### config.mk
export PLATFORM = sky130hd
export DESIGN_NAME = mem_access_unit
export DESIGN_NICKNAME = d
export VERILOG_FILES = /design/src/rtl/mem_pkg.sv /design/src/rtl/mem_access_unit.sv
export SDC_FILE = /design/constraint.sdc
export NUM_CORES = 1
export LEC_CHECK = 0
export BUFFER_PORTS_ARGS = -buffer_cell sky130_fd_sc_hd__buf_2
export CAP_MARGIN = 20
export CORE_ASPECT_RATIO = 1.1
export CORE_MARGIN = 3
export CORE_UTILIZATION = 25
export CTS_CLUSTER_SIZE = 40
export DETAILED_ROUTE_END_ITERATION = 10
export PLACE_DENSITY = 0.48
export SLEW_MARGIN = 20
export SYNTH_ARGS = -nofsm -noshare
export SYNTH_HDL_FRONTEND = slang
export SYNTH_SLANG_ARGS = --single-unit
### constraint.sdc
create_clock -name clk -period 1.7 [get_ports clk]
set_input_delay 0.17 -clock clk [delete_from_list [all_inputs] [get_ports clk]]
set_output_delay 0.17 -clock clk [all_outputs]
set_load 0.02 [all_outputs]
### src/rtl/mem_pkg.sv
// Shared types and helpers for the data-RAM access unit.
// State encoding, default widths and the address range check.
package mem_pkg;

    localparam int DEF_DATA_WIDTH = 16;
    localparam int DEF_ADDR_WIDTH = 10;

    typedef enum logic [2:0] {
        S_IDLE    = 3'd0,
        S_WRITE   = 3'd1,
        S_RD_ADDR = 3'd2,
        S_RD_DATA = 3'd3,
        S_RESP    = 3'd4
    } state_t;

    // True when every bit above the RAM word address is zero.
    function automatic logic addr_in_range(
        input logic [31:0] addr,
        input int unsigned aw
    );
        return (addr >> aw) == 32'd0;
    endfunction

endpackage

### src/rtl/mem_access_unit.sv
// Load/store initiator for one port of the 16-bit dual-port data RAM.
// Hides the registered read latency and the bank output mux.
module mem_access_unit
    import mem_pkg::*;
#(
    parameter int DATA_WIDTH = DEF_DATA_WIDTH,
    parameter int ADDR_WIDTH = DEF_ADDR_WIDTH
) (
    input  logic                  clk,
    input  logic                  reset,
    input  logic                  req_valid,
    output logic                  req_ready,
    input  logic                  req_we,
    input  logic [DATA_WIDTH-1:0] req_addr,
    input  logic [DATA_WIDTH-1:0] req_wdata,
    output logic                  rsp_valid,
    input  logic                  rsp_ready,
    output logic [DATA_WIDTH-1:0] rsp_rdata,
    output logic                  rsp_err,
    output logic [ADDR_WIDTH-1:0] mem_addr,
    output logic [DATA_WIDTH-1:0] mem_data,
    output logic                  mem_we,
    input  logic [DATA_WIDTH-1:0] mem_q
);

    state_t state;

    assign req_ready = (state == S_IDLE) && !reset;
    assign mem_we    = (state == S_WRITE) && !reset;

    // mem_addr doubles as the latched request address; it must stay
    // put through RD_DATA because the RAM output mux follows its MSB.
    always_ff @(posedge clk) begin
        if (reset) begin
            state     <= S_IDLE;
            rsp_valid <= 1'b0;
            rsp_rdata <= '0;
            rsp_err   <= 1'b0;
            mem_addr  <= '0;
            mem_data  <= '0;
        end else begin
            case (state)
                S_IDLE: begin
                    if (req_valid) begin
                        rsp_rdata <= '0;
                        if (!addr_in_range(32'(req_addr), ADDR_WIDTH)) begin
                            rsp_err   <= 1'b1;
                            rsp_valid <= 1'b1;
                            state     <= S_RESP;
                        end else begin
                            rsp_err  <= 1'b0;
                            mem_addr <= req_addr[ADDR_WIDTH-1:0];
                            if (req_we) begin
                                mem_data <= req_wdata;
                                state    <= S_WRITE;
                            end else begin
                                state <= S_RD_ADDR;
                            end
                        end
                    end
                end
                S_WRITE: begin
                    rsp_valid <= 1'b1;
                    state     <= S_RESP;
                end
                S_RD_ADDR: begin
                    state <= S_RD_DATA;
                end
                S_RD_DATA: begin
                    rsp_rdata <= mem_q;
                    rsp_valid <= 1'b1;
                    state     <= S_RESP;
                end
                S_RESP: begin
                    if (rsp_ready) begin
                        rsp_valid <= 1'b0;
                        state     <= S_IDLE;
                    end
                end
                default: begin
                    rsp_valid <= 1'b0;
                    state     <= S_IDLE;
                end
            endcase
        end
    end

endmodule

### Word level (Yosys, flattened, before mapping)

Index checks and enable logic that the tools add are counted.

* multiplexer cells: 12
* bitwise logic cells: 1
* equality and inequality tests: 7
* reduce and logical (&&, ||, !) cells: 13

Operators by type and width (count)
* zero test 32 bit: 1
* one-hot mux 16 bit (2 select lines): 1
* 2-to-1 mux 16 bit: 1
* one-hot mux 3 bit (4 select lines): 1
* 2-to-1 mux 3 bit: 3
* AND reduction 4 bit: 2
* == test 3 x 2 -> 1 bit (second input constant): 2
* inequality test 2 bit (second input constant): 3
* AND reduction 2 bit: 3
* 2-to-1 mux 1 bit: 4
* one-hot mux 1 bit (4 select lines): 1
* == test 3 x 1 -> 1 bit (second input constant): 1
* == test 3 bit (second input constant): 1
* zero test 3 bit: 1
* AND reduction 3 bit: 1
* logical AND 1 bit: 2
* 2-to-1 mux 2 bit: 1
* nonzero test 2 bit: 1
* OR reduction 2 bit: 1
* zero test 1 bit: 1
* inverter 1 bit: 1

* input bits: 53
* output and inout bits: 46
* flip-flop bits (word level): 47
* logic and storage cells: 39

### Depth between registers and ports, before layout

* depth in word-level cells: 4
* depth in mapped cells: 6
* gate-level depth less buffers: 3

### Least setup slack after synthesis

OpenSTA, ideal clock, no wires.

* path type: flip-flop to flip-flop
* start: register state[2]
* end: register rsp_rdata[10]
* data required time: 1557 ps
* path buffers: 3
* stages on the path, launching flop included: 7
* clock period less this slack: 1497 ps
* setup slack: 203 ps
* arrival: 1354 ps
* library setup time: 143 ps
* cells stage by stage: dfxtp_1 > buf_6 > or4b_4 > buf_6 > buf_12 > nand3_2 > a21oi_2

* longest elaborated chain between the ends: 3
* elaborated cells between the ends (all ways): 6
* classes of those cells: 2 x eq/ne; 1 x mux; 3 x reduce/logical

RTL lines
* start: declaration: RTL line mem_access_unit.sv:26 `state_t state;`
* start signal: assignment: RTL line mem_access_unit.sv:35 `state <= S_IDLE;`
* start signal: assignment: RTL line mem_access_unit.sv:49 `state <= S_RESP;`
* start signal: assignment: RTL line mem_access_unit.sv:55 `state <= S_WRITE;`
* == test 3 x 2 -> 1 bit or zero test 3 bit (tied branches): RTL line mem_access_unit.sv:42 `case (state)`
* nonzero test 2 bit (no line) or inequality test 2 bit (tied branches)
* AND reduction 2 bit (no line)
* end signal: assignment: RTL line mem_access_unit.sv:70 `rsp_rdata <= mem_q;`
* end: declaration: RTL line mem_access_unit.sv:18 `output logic [DATA_WIDTH-1:0] rsp_rdata,`

Parallel ways exist; a longest one is shown, timed or not.
A chain may end at the register's enable or synchronous reset.

### Worst setup path in the final report

* start: register state[0]
* end: register mem_data[2]

* longest elaborated chain between the ends: 2

RTL lines
* zero test 3 bit: RTL line mem_access_unit.sv:42
* AND reduction 4 bit (no line)
* end signal: assignment: RTL line mem_access_unit.sv:54 `mem_data <= req_wdata;`
* end: declaration: RTL line mem_access_unit.sv:21 `output logic [DATA_WIDTH-1:0] mem_data,`

Every way passes these cells.

==> impl_results.md <==
* Ports at 99
* Clk pin slew, worst setup/hold paths at 0.10 ns
* Slew Viols, Final at 0
* Worst Reg2Reg Path Length in Cells at 4
* Maxcap violations at 0
* WP data arrival at 1.72 ns
* First-pass GRT wire length at 8140 microns
* Static leakage at 0.00118 uW
* CP Max Fanout at 16
* Via density at 4.22
* CTS Buf Count at 5
* WL per Instance at 11.8 microns
* Initial antenna violation count at 0
* Detailed Route Iter0 Violations at 43
* Die area at 9880 sq um
* Largest cells by area after synthesis: dfxtp_1 43%, nand2b_1 15%, mux2i_1 12%
* Syn_nets at 273
* Async SR Flop Fraction at 0
* TNS Setup at 0 ns
* CTS H-tree lvls at 2
* Fmax at 671 MHz
* Setup WS pre-CTS at 0.191 ns
* CTS Root Cell: clkbuf_8
* Crit. Startpoint: state[0]
* Synth area leader: dfxtp_1
* CP max stage delay at 0.40 ns
* CP Launch Type: flip-flop
* Crit end category: flip-flop
* Final setup vio count at 0
* Critical-path top delay cell: dfxtp_1
* Final Wtd Congestion at 0.691
* Die width at 95.0 microns
* Post-cts resize count at 0
* CP Capture Point: mem_data[2]
* Routed Antenna Nets at 0
* Post-synth top area share at 0.432
* Sequential element share of the synthesized area at 0.432
* Drt pass-1 iters at 5
* Port buffer count at 98
* DP Area at 2750 sq um
* Min Hold Slack at 0.105 ns
* Placed wire-length estimate at 3660 microns
* Core area at 8450 sq um
* Reg2reg start: state[0]
* EDFF count, synth at 0
* Diodes inserted at 0
* Top_reg_cell synth: dfxtp_1
* Total GRT Usage at 0.103
* Cell count after synthesis at 220
* Slew HR at 0.741
* Run status: finished, final reports clean
* Largest net degree at the start of global routing at 67
* Reg2Reg Capture Point: mem_data[2]
* Setup CP Type: reg -> reg
* Slew at the pin closest to its max-slew limit at 0.379 ns
* PnR worst setup slack at 0.209 ns
* Unique masters post-synth at 32
* Number of global-route vias before repair at 1725
* Critical Path RT at 1.93 ns
* Synthesized cell area at 2180 sq um
* Setup Fix Bufs, Post-CTS at 0
* Initial Util at 0.258
* RSZ-0062 raised after global routing: no
* Layout area overhead at 30.8%
* Maximum root-to-sink buffer count at 2
* Grt total ovfl at 0
* Worst Hold Class: in -> reg
* Hold buffers post-CTS at 0
* Layout cells sized above 1 at 0.436
* Final hold vios at 0
* Vias at 1793
* Sink Count at 47
* Synth warn at 0
* Cell with the most instances after synthesis: nand2b_1
* Final #Nets at 366
* Worst VDD drop at 298 uV
* TritonCTS clock tree: yes
* Commonest cells in the netlist: 53 x nand2b_1, 47 x dfxtp_1, 26 x mux2i_1
* P per Cell Area at 713 nW/um^2
* DRC viols at 0
* Core Rows at 35
* Worst-path cell chain: nor4b_2, and4_1, buf_12, mux2i_1
* Post-Route Utilization at 0.337
* Final worst-path cycle share at 0.877
* Finished Cell Area at 2850 sq um
* Worst-Skew Late Latency at 0.30 ns
* Chip height at 104 microns
* Seq cells post-synth at 47
* Avg Cell Area, Syn at 9.91 sq um
* FF-to-FF setup slack at 0.21 ns
* Skew final at 0.00910 ns
* DRT Wirelength at 5010 microns
* Final Critical Period at 1.49 ns
==> area by class of cell <==
class	instances	area, sq um
multi-input cells	153	1090
flip-flops and latches	47	941
fillers	891	5600
well taps	111	139
inverters	1	3.75
clock buffers	6	82.6
clock inverters	2	16.3
repair buffers	105	581
==> through the flow <==
stage | total power, uW | std cells
after floorplan | 1260 | 220
after global placement | 1330 | 417
after detailed placement | 1330 | 417
after CTS | 2080 | 425
after global routing | 2140 | 425
final | 2030 | 425
==> worst max-delay path: cells and delay by family, from the launching register on <==
kind	cells	cell delay [ns]
simple gates	2	0.64
mux	1	0.20
buf+inv	1	0.18
flops	1	0.40
==> cells in the final DEF, fill, tap and decap left out, drive strengths merged <==
master    instances
nor2              3
mux2i            26
nor4b             2
dfxtp            47
o21ai             2
and3b             1
clkinvlp          1
buf             105
and3              1
nor3              2
or3               1
nand4b            1
nand3b            1
nor4              2
o31a              1
a211oi            1
or4b              1
and4              1
nand3            16
a2111oi           1
clkbuf            6
inv               1
a21oi            17
nand2b           53
nand2            19
o41a              1
clkinv            1
==> report_power, final <==
group / switching [uW] / internal (uW) / leakage (uW)
Combinational: 92.0 / 98.6 / 0.000749
Clock: 396 / 333 / 0.0000474
Sequential: 4.76 / 1110 / 0.000379
==> worst min-delay path by stage <==
| stage | startpoint | cells after the start | endpoint |
|---|---|---|---|
| floorplan | mem_q[0] | 2 | rsp_rdata[0] |
| global placement | mem_q[1] | 3 | rsp_rdata[1] |
| detailed placement | mem_q[15] | 3 | rsp_rdata[15] |
| CTS | mem_q[15] | 3 | rsp_rdata[15] |
| global route | mem_q[11] | 3 | rsp_rdata[11] |
| finish | mem_q[11] | 3 | rsp_rdata[11] |
==> sequential cells by signal (all words and copies together) (netlist names) <==
register	count
rsp_valid	1
mem_addr	10
state	3
rsp_err	1
rsp_rdata	16
mem_data	16
==> kinds of logic (layout without fill, tap and decap cells) <==
| logic type | Yosys count | in the layout | synth area share |
|---|---|---|---|
| AOI/OAI and AO/OA | 23 | 23 | 0.0775 |
| DFF | 47 | 47 | 0.432 |
| muxes | 26 | 26 | 0.119 |
| and+or+nand+nor | 104 | 104 | 0.302 |
| buffers and inverters | 20 | 114 | 0.0695 |
==> layer usage <==
layer	vias to the layer above	wire length, microns	share of wire	track usage
li1	923	-	-	-
met1	803	2140	0.43	0.128
met2	62	2360	0.47	0.163
met3	5	454	0.091	0.0391
met4	0	48	0.0096	0.0309
met5	-	0	0	0
(Power assumes the default switching activity.)
